[src/rtl/bcd_pkg.sv]
// bcd_pkg: shared types and constants for the binary-to-BCD converter.
// FSM state encoding, BCD digit type and decimal limits.
package bcd_pkg;

    typedef enum logic [1:0] {
        IDLE  = 2'd0,
        SHIFT = 2'd1,
        DONE  = 2'd2
    } state_t;

    typedef logic [3:0] bcd_digit_t;

    localparam int BCD_MAX_DEC = 9999;
    localparam int BCD_NIBBLES = 5;

    // Decimal digit 'pos' (0 = ones) of a constant value.
    function automatic bcd_digit_t dec_digit(input int value, input int pos);
        int v;
        v = value;
        case (pos)
            1:       v = v / 10;
            2:       v = v / 100;
            3:       v = v / 1000;
            default: v = value;
        endcase
        return bcd_digit_t'(v % 10);
    endfunction

endpackage

[src/rtl/bcd_add3.sv]
// bcd_add3: double-dabble nibble correction.
// A nibble of 5 or more gets 3 added so the next shift carries cleanly.
module bcd_add3 (
    input  logic [3:0] d,
    output logic [3:0] q
);

    // Correct the nibble ahead of the shift.
    always_comb begin
        q = d;
        if (d >= 4'd5) q = d + 4'd3;
    end

endmodule

[src/rtl/bin2bcd_4digit.sv]
// bin2bcd_4digit: sequential shift-add-3 binary to 4-digit BCD converter.
// Define BIN2BCD_SATURATE_EN to clamp results above 9999 and drive ovf.
module bin2bcd_4digit
    import bcd_pkg::*;
#(
    parameter int BIN_W = 14
) (
    input  logic             clk,
    input  logic             reset,
    input  logic [BIN_W-1:0] bin,
    input  logic             start,
    output logic             busy,
    output logic             done,
    output logic [3:0]       dig0,
    output logic [3:0]       dig1,
    output logic [3:0]       dig2,
    output logic [3:0]       dig3,
    output logic             ovf
);

    localparam int CNT_W = $clog2(BIN_W + 1);
    localparam int SCR_W = 4 * BCD_NIBBLES;

    state_t           state;
    state_t           state_n;
    logic [BIN_W-1:0] sreg;
    logic [SCR_W-1:0] scratch;
    logic [SCR_W-1:0] corr;
    logic [CNT_W-1:0] cnt;
    logic             load;
    logic             step;
    logic             finish;
    logic             unused_msb;

    bcd_digit_t r0, r1, r2, r3;
    bcd_digit_t d0_q, d1_q, d2_q, d3_q;
    logic       done_q;

    // Per-nibble add-3 correction of the scratch register.
    for (genvar i = 0; i < BCD_NIBBLES; i++) begin : g_add3
        bcd_add3 u_add3 (
            .d (scratch[4*i +: 4]),
            .q (corr[4*i +: 4])
        );
    end

    // Top corrected bit is shifted out; it can never be set for BIN_W <= 14.
    assign unused_msb = corr[SCR_W-1];

    // State register.
    always_ff @(posedge clk) begin
        if (reset) state <= IDLE;
        else       state <= state_n;
    end

    // Next-state and datapath control.
    always_comb begin
        state_n = state;
        load    = 1'b0;
        step    = 1'b0;
        finish  = 1'b0;
        unique case (state)
            IDLE: begin
                if (start) begin
                    load    = 1'b1;
                    state_n = SHIFT;
                end
            end
            SHIFT: begin
                step = 1'b1;
                if (cnt == CNT_W'(1)) state_n = DONE;
            end
            DONE: begin
                finish  = 1'b1;
                state_n = IDLE;
            end
            default: state_n = IDLE;
        endcase
    end

    // Shift register, BCD scratch and bit counter.
    always_ff @(posedge clk) begin
        if (reset) begin
            sreg    <= '0;
            scratch <= '0;
            cnt     <= '0;
        end else if (load) begin
            sreg    <= bin;
            scratch <= '0;
            cnt     <= CNT_W'(BIN_W);
        end else if (step) begin
            {scratch, sreg} <= {corr[SCR_W-2:0], sreg, 1'b0};
            cnt             <= cnt - 1'b1;
        end
    end

`ifdef BIN2BCD_SATURATE_EN
    logic r_ovf;
    logic ovf_q;

    // Clamp to 9999 when the ten-thousands nibble is non-zero.
    always_comb begin
        r_ovf = |scratch[SCR_W-1:16];
        r0    = scratch[3:0];
        r1    = scratch[7:4];
        r2    = scratch[11:8];
        r3    = scratch[15:12];
        if (r_ovf) begin
            r0 = dec_digit(BCD_MAX_DEC, 0);
            r1 = dec_digit(BCD_MAX_DEC, 1);
            r2 = dec_digit(BCD_MAX_DEC, 2);
            r3 = dec_digit(BCD_MAX_DEC, 3);
        end
    end

    // Overflow flag, updated with the digits.
    always_ff @(posedge clk) begin
        if (reset)       ovf_q <= 1'b0;
        else if (finish) ovf_q <= r_ovf;
    end

    assign ovf = ovf_q;
`else
    // Ten-thousands nibble dropped: result is the value mod 10000.
    always_comb begin
        r0 = scratch[3:0];
        r1 = scratch[7:4];
        r2 = scratch[11:8];
        r3 = scratch[15:12];
    end

    assign ovf = 1'b0;
`endif

    // Output digits and done pulse, refreshed only on leaving DONE.
    always_ff @(posedge clk) begin
        if (reset) begin
            d0_q   <= '0;
            d1_q   <= '0;
            d2_q   <= '0;
            d3_q   <= '0;
            done_q <= 1'b0;
        end else begin
            done_q <= finish;
            if (finish) begin
                d0_q <= r0;
                d1_q <= r1;
                d2_q <= r2;
                d3_q <= r3;
            end
        end
    end

    assign busy = (state != IDLE);
    assign done = done_q;
    assign dig0 = d0_q;
    assign dig1 = d1_q;
    assign dig2 = d2_q;
    assign dig3 = d3_q;

endmodule
[config.mk]
export PLATFORM = sky130hd
export DESIGN_NAME = bin2bcd_4digit
export DESIGN_NICKNAME = d
export VERILOG_FILES = /design/src/rtl/bcd_pkg.sv /design/src/rtl/bcd_add3.sv /design/src/rtl/bin2bcd_4digit.sv
export SDC_FILE = /design/constraint.sdc
export NUM_CORES = 1
export LEC_CHECK = 0
export CAP_MARGIN = 20
export CORE_MARGIN = 2
export CORE_UTILIZATION = 31
export DETAILED_ROUTE_END_ITERATION = 6
export PLACE_DENSITY = 0.61
export SLEW_MARGIN = 0
export SYNTH_ARGS = -nofsm -noshare
export SYNTH_HDL_FRONTEND = slang
export SYNTH_SLANG_ARGS = --single-unit
[constraint.sdc]
create_clock -name clk -period 2 [get_ports clk]
set_input_delay 0.4 -clock clk [delete_from_list [all_inputs] [get_ports clk]]
set_output_delay 0.4 -clock clk [all_outputs]
set_load 0.1 [all_outputs]
### Word-level counts from Yosys, hierarchy flattened

Index checks and enable logic that the tools add are counted.

| word-level totals | value |
|---|---|
| register bits | 57 |
| input bits | 17 |
| output and inout port bits | 19 |
| word-level logic and storage cells | 47 |

| cells by class | value |
|---|---|
| add/sub/neg operators | 6 |
| magnitude comparators | 5 |
| equality and inequality tests | 5 |
| multiplexer cells | 16 |
| reduce and logical (&&, ||, !) cells | 5 |

Operators with widths:

| kind | count |
|---|---|
| 14-bit 2-to-1 mux | 2 |
| 4-bit 2-to-1 mux | 6 |
| 4-bit by 3-bit greater-or-equal comparator with 1-bit output (second input constant) | 5 |
| 4-bit by 2-bit adder with 4-bit output (second input constant) | 4 |
| 4-bit by 1-bit equality test with 1-bit output (second input constant) | 1 |
| 1-bit 2-to-1 mux | 4 |
| 2-bit 2-to-1 mux | 2 |
| 2-bit != test (second input constant) | 2 |
| 2-bit case mux with 2 select lines | 1 |
| 2-bit nonzero test | 2 |
| 4-bit by 1-bit subtractor with 4-bit output (second input constant) | 1 |
| 3-bit by 2-bit adder with 3-bit output (second input constant) | 1 |
| 3-bit 2-to-1 mux | 1 |
| 2-bit by 1-bit equality test with 1-bit output (second input constant) | 1 |
| 2-bit equality test (second input constant) | 1 |
| 2-bit zero test | 1 |
| 2-bit AND reduction | 1 |
| 2-bit OR reduction | 1 |

### Depth between registers and ports, before layout

Gate-level depths: netlist of run 1.

| depth | value |
|---|---|
| word-level depth | 4 |
| mapped depth | 6 |
| mapped depth without buffers | 6 |

### Hierarchy

A second synthesis of run 1 with hierarchy kept.

| unflattened totals | value |
|---|---|
| cell total of the unflattened synthesis | 340 |
| area total of the unflattened synthesis | 2641.3 um2 |

Modules (own cells, without submodules):

| module | times used | cells each | area an instance (um2) | sequential area each (um2) |
|---|---|---|---|---|
| bin2bcd_4digit | 1 | 276 | 2235.9 | 1061.0 |
| bcd_add3 | 4 | 16 | 101.3 | 0.0 |

### Worst setup path after synthesis of run 1

OpenSTA, ideal clock, no wires.

| timing | value |
|---|---|
| kind | register to output |
| start | register state[1] |
| end | output port busy |
| arrival time | 1.039 ns |
| required time | 1.600 ns |
| path slack | 0.561 ns |
| stages on the path, launching flop included | 3 |
| path buffers | 0 |
| cells stage by stage | dfxtp_1 > nor2_1 > inv_1 |

| between the ends | value |
|---|---|
| cells in the longest elaborated chain, start to end | 1 |

RTL lines:

| what | line | text |
|---|---|---|
| from (decl) | bin2bcd_4digit.sv:24 | `state_t state;` |
| from (signal assigned) | bin2bcd_4digit.sv:53 | `else state <= state_n;` |
| 2-bit nonzero test | bin2bcd_4digit.sv:154 | `assign busy = (state != IDLE);` |
| to (decl) | bin2bcd_4digit.sv:12 | `output logic busy,` |

No other way between the ends.

### Final worst setup path of run 1

Same ends and word-level chain as after synthesis.

==> results of run 1 <==
power by group through the flow:
stage / Sequential (mW) / Combinational, mW / Clock (mW)
2_1_floorplan: 1.14 / 0.205 / 0
3_3_place_gp: 1.14 / 0.276 / 0
3_5_place_dp: 1.14 / 0.281 / 0
4_1_cts: 1.12 / 0.282 / 0.612
5_1_grt: 1.12 / 0.312 / 0.653
6_report: 1.12 / 0.280 / 0.582
state kept, by name (all words and copies together), names as in the netlist:
name and flops:
done 1, dig1 4, scratch 16, cnt 4, state 2, sreg 14
dig2 4, dig0 4, dig3 4
cell type report:
class	count	area share, %
clock buffer	8	2.78
inverter	11	1.43
multi-input combinational	195	40.5
sequential	53	36.8
tap	102	4.43
timing repair buffer	47	14.1
logic make-up after synthesis:
| logic type | after synthesis |
|---|---|
| buffers and inverters | 33 |
| muxes | 5 |
| and+or+nand+nor | 90 |
| AOI/OAI and AO/OA | 87 |
| xor gates and xnor gates | 2 |
| adders and majority gates | 10 |
| other | 1 |
| DFF | 53 |
worst max-delay path by stage:
stage,endpoint,startpoint,cells after the start
2_1_floorplan,busy,state[1],2
3_3_place_gp,scratch[8],start,5
3_5_place_dp,sreg[2],start,6
4_1_cts,busy,state[1],3
5_1_grt,scratch[9],scratch[8],6
6_report,busy,state[1],3
critical path: stages (launching register included):
cell and delay, ns:
dfxtp_1 0.45, nor2_1 0.09, inv_1 0.10, buf_12 0.18
cell usage after synthesis, drive strengths merged:
library cell	count	area, µm²
dfxtp	53	1060
nand2	52	195
a21oi	45	225
buf	18	124
nor2	14	60.1
a22oi	13	97.6
inv	11	41.3
ha	10	125
o21ai	8	40.0
a211oi	7	57.6
nand2b	6	37.5
mux2i	5	50.1
nand3	5	25.0
nor3	5	30.0
a22o	4	35.0
clkbuf	4	18.8
nor3b	4	35.0
a2111oi	3	45.0
a31oi	3	18.8
a41oi	3	26.3
nor2b	2	12.5
conb	1	3.75
nor4	1	6.26
o41ai	1	16.3
or2	1	6.26
xnor2	1	8.76
xor2	1	8.76
routing by layer:
metal	global-route usage, %	share of wire [%]	vias up
met5	0	0	-
met4	3.23	0.90	0
met3	3.20	4.1	6
met2	21.4	49	40
met1	15.5	46	942
li1	-	-	1036
through the flow:
stage	hold WS, ns	setup WS (ns)	power [mW]	utilization (%)	cells
3_3_place_gp	0.445	0.273	1.42	36.7	408
5_1_grt	0.478	0.354	2.09	37.7	416
3_5_place_dp	0.448	0.235	1.42	36.7	408
4_1_cts	0.461	0.447	2.01	37.7	416
2_1_floorplan	0.432	0.561	1.34	-	281
6_report	0.458	0.472	1.98	37.7	416
==> metrics.yaml, run 1 <==
global_route:
  track_usage_pct: 12.4
  grt-ovfl-total: 0
  grt_pass1_wl_um: 8670
  antenna_found_initial: 0
  grt_max_degree: 21
  grt_pass1_vias: 1966
yosys:
  synth_area_per_cell_um2: 8.58
  yosysUniqueCellTypes: 36
  synth_cells: 281
  ys_seq_elements: 53
  synth.mux.area_fraction_pct: 2.08
  syn_nets: 308
  synth_area_mm2: 0.00241
  ys_warn_count: 0
  synth_top_family_by_area: "compound AO/OA/AOI/OAI gates"
  yosys.area_share.adder_pct: 5.19
  synth_xor_area_share_pct: 0.727
  synth_compound_area_share_pct: 23.3
  seq_area_frac_synth_pct: 44.0
  synthSimpleGateAreaFrac_pct: 16.9
route:
  avgRoutedWirePerCell_um: 12.0
  dr.pass1.iters: 4
  drtAntennaViolNets: 0
  finalWirelength_um: 5000
  vias: 2024
  drt_iter0_drc: 129
  drc: 0
  via_per_inst: 4.87
timing:
  setup_viol: 0
  skew_ns: 0.00783
  slew_viol_final: 0
  fin_crit_ns: 1.53
  finalHoldViolCount: 0
  tns_ns: 0
  period_share_pct: 76.4
  fmax_ghz: 0.655
  grt_setup_unrepaired: "false"
clock_network:
  cts_htree_levels: 2
  worstSkewPairLatency_ns: 0.30
  numCtsBuffers: 5
  hold_buffers: 0
  clock-root-buffer: "clkbuf_8"
  clock_path_buffers: 2
  clock_sinks: 53
  cts_resized: 0
  cts_tree: "done"
  postCtsSetupBuffers: 0
  path_clk_slew_ns: 0.09
worst_setup_path:
  cp-start-kind: "flip-flop"
  crit_path_max_fanout: 6
  r2r_start: "scratch[12]"
  critPathArrivalTime_ns: 1.13
  rr_worst_depth: 6
  crit_required_ns: 1.60
  reg2reg_to: "scratch[13]"
  endpoint_kind: "output port"
  rrSetupSlack_ns: 0.49
  worstSetupPathType: "flip-flop to output port"
worst_hold_path:
  holdPathEnd: "dig1[1]"
  hold_depth: 2
  holdCritPathClass: "flip-flop to flip-flop"
  hold_start: "dig1[1]"
floorplan:
  rows: 32
  dieArea_mm2: 0.00850
  io_pins: 36
  coreArea_mm2: 0.00765
  start_util_pct: 31.5
  die_w_um: 92.2
  die_h_um: 92.2
final_layout:
  ff_latch_area_mm2: 0.00106
  layout_common_cells: "dfxtp_1 (53), nand2_1 (52), a21oi_1 (45), buf_4 (30), clkdlybuf4s50_1 (16)"
  multi_input_area_mm2: 0.00117
  final_area_mm2: 0.00288
  fill_cells: 779
  n_antenna_cell: 0
  syn2layout_area_growth_pct: 19.6
  final_common_cell: "dfxtp_1"
  final_net_count: 340
  drive_gt1_share_pct: 14.3
place:
  portBuffers: 34
  hpwl_um: 3520
  placed_area_mm2: 0.00280
  routabilityCongestion: 0.756
power_and_ir_drop:
  swShare_pct: 26.5
  p_int_mw: 1.46
  ir_worst_vdd_mv: 0.300
  seq_power_share_pct: 56.5
  pwr-share-comb_pct: 14.1
  p_switching_mw: 0.524
  p_leak_nw: 1.07
  power_density_mw_per_mm2: 687
  pwr-share-clk_pct: 29.4
flow_run:
  maxCapViolCount: 0
outcome:
  outcome: "complete, no violations"
Power figures use the tool's default switching activity.
==> inputs of run 2 (changes only) <==
Settings changed: PLACE_DENSITY 0.61 to 0.62.
Clock period 2 ns to 1.4 ns, I/O delays scaled along.
==> metrics.yaml, run 2 (synthesized netlist as in run 1, its figures left out) <==
worst_setup_path:
  reg2reg_to: "scratch[1]"
  rr_worst_depth: 6  # unchanged
  crit_required_ns: 1.64  # +0.04 ns
  crit_path_max_fanout: 4  # -2
  setup.worst_path.start: "scratch[1]"
  worstSetupPathType: "flip-flop to flip-flop"
  crit_end: "scratch[1]"
  rrSetupSlack_ns: 0.04  # -0.45 ns
  r2r_start: "scratch[1]"
  cp-start-kind: "flip-flop"
  critPathArrivalTime_ns: 1.60  # +0.47 ns
  endpoint_kind: "flip-flop"
route:
  avgRoutedWirePerCell_um: 11.9  # -0.52%
  drt_iter0_drc: 107  # -17%
  dr.pass1.iters: 4  # unchanged
  finalWirelength_um: 5150  # +3.1%
  via_per_inst: 4.77  # -1.9%
  drtAntennaViolNets: 0  # unchanged
  vias: 2058  # +1.7%
  drc: 0  # unchanged
floorplan:
  die_h_um: 92.2  # unchanged
  start_util_pct: 31.5  # unchanged
  io_pins: 36  # unchanged
  die_w_um: 92.2  # unchanged
  rows: 32  # unchanged
  dieArea_mm2: 0.00850  # unchanged
  coreArea_mm2: 0.00765  # unchanged
final_layout:
  n_antenna_cell: 0  # unchanged
  drive_gt1_share_pct: 27.4  # +13 points
  regMostFlops: "scratch"
  fill_cells: 730  # -6.3%
  largest_reg_flops: 16  # unchanged
  syn2layout_area_growth_pct: 42.7
  layout_common_cells: "nand2_1 (52), dfxtp_1 (44), a21oi_1 (43), buf_4 (23), buf_12 (21)"
  final_common_cell: "nand2_1"
  final_net_count: 355  # +4.4%
  reg_top3: "scratch x16, sreg x14"
global_route:
  antenna_found_initial: 0  # unchanged
  track_usage_pct: 12.5  # +0.074 points
  grt_max_degree: 21  # unchanged
  grt-ovfl-total: 0  # unchanged
  grt_pass1_vias: 1959  # -0.36%
  grt_pass1_wl_um: 8660  # -0.16%
place:
  portBuffers: 34  # unchanged
  routabilityCongestion: 0.797  # +5.4%
  hpwl_um: 3620  # +2.8%
  place_ws_ns: -0.231  # -0.465 ns
clock_network:
  clock-root-buffer: "clkbuf_8"
  hold_buffers: 0  # unchanged
  cts_tree: "done"
  cts_htree_levels: 2  # unchanged
  numCtsBuffers: 5  # unchanged
  clock_path_buffers: 2  # unchanged
  worstSkewPairLatency_ns: 0.31  # about the same
  clock_sinks: 53  # unchanged
  path_clk_slew_ns: 0.09  # about the same
power_and_ir_drop:
  power_density_mw_per_mm2: 863  # +26%
  p_leak_nw: 1.23  # +14%
  ir_worst_vdd_mv: 0.605  # +100%
  p_total_mw: 2.97  # +50%
timing:
  grt_setup_unrepaired: "true"
  setup_viol: 0  # unchanged
  fmax_ghz: 0.733
  hold-worst-slack_ns: 0.457  # -0.00115 ns
  fin_crit_ns: 1.36
  skew_ns: 0.00589  # -0.00194 ns
  period_share_pct: 97.5
  finalHoldViolCount: 0  # unchanged
  slew_viol_final: 0  # unchanged
  setup_slack_ns: 0.0357  # -0.437 ns
  tns_ns: 0  # unchanged
flow_run:
  maxCapViolCount: 0  # unchanged
worst_hold_path:
  holdCritPathClass: "flip-flop to flip-flop"
  hold_depth: 2  # unchanged
outcome:
  outcome: "complete, no violations"
-- run 2: cell types whose count changed in the layout (fill, tap and decap cells not counted), sizes merged --
cell | before | now
clkinvlp | 0 | 3
clkbuf | 8 | 5
buf | 31 | 46
-- run 2: layer usage --
layer / GRT usage (%) / share of wire, % / vias to the layer above
li1: - / - / 1059
met3: 3.37 / 4.0 / 7
met5: 0 / 0 / -
met1: 15.3 / 46 / 954
met2: 21.9 / 49 / 38
met4: 2.99 / 1.0 / 0
-- run 2: power breakdown --
| group | switching (mW) | leakage, nW | internal, mW | total (mW) |
|---|---|---|---|---|
| sequential | 0.0449 | 0.435 | 1.56 | 1.61 |
| clock | 0.517 | 0.0364 | 0.351 | 0.868 |
| combinational | 0.262 | 0.757 | 0.235 | 0.497 |
-- run 2: final cells by class --
cell class	instances	area, µm²	share of cell area [%]
multi-input combinational	195	1330	38.6
sequential	53	1070	31.2
timing repair buffer	62	776	22.5
tap	102	128	3.71
clock buffer	5	68.8	2.00
inverter	11	43.8	1.27
clock inverter	3	22.5	0.655
-- run 2: how the worst min path moves through the flow --
stage	from	endpoint	slack, ns
2_1_floorplan	bin[0]	sreg[0]	0.42
3_3_place_gp	sreg[9]	sreg[9]	0.44
3_5_place_dp	sreg[6]	sreg[6]	0.45
4_1_cts	sreg[6]	sreg[6]	0.47
5_1_grt	sreg[6]	sreg[6]	0.49
6_report	sreg[13]	scratch[0]	0.46
-- run 2: critical path: stages, from the launching register on --
cell	delay, ns
dfxtp_2	0.36
inv_4	0.06
ha_4	0.15
nand2b_4	0.15
a2111oi_4	0.34
a41oi_1	0.07
a21oi_1	0.16
-- run 2: per-stage QoR --
step,instances,instance area [µm²],util (%)
after global placement,421,3140,41.1
after CTS,429,3260,42.7
final,431,3440,45.0
after global routing,431,3440,45.0
after detailed placement,421,3140,41.1
after floorplan,281,2410,-
-- run 2: timing repair --
item                                    4_1_cts  5_1_grt
buffers inserted                              0        2
endpoints found under the setup margin        8       26
gates resized for setup                       7       36
endpoints found under the hold margin         0        0
pin swaps                                     3        7
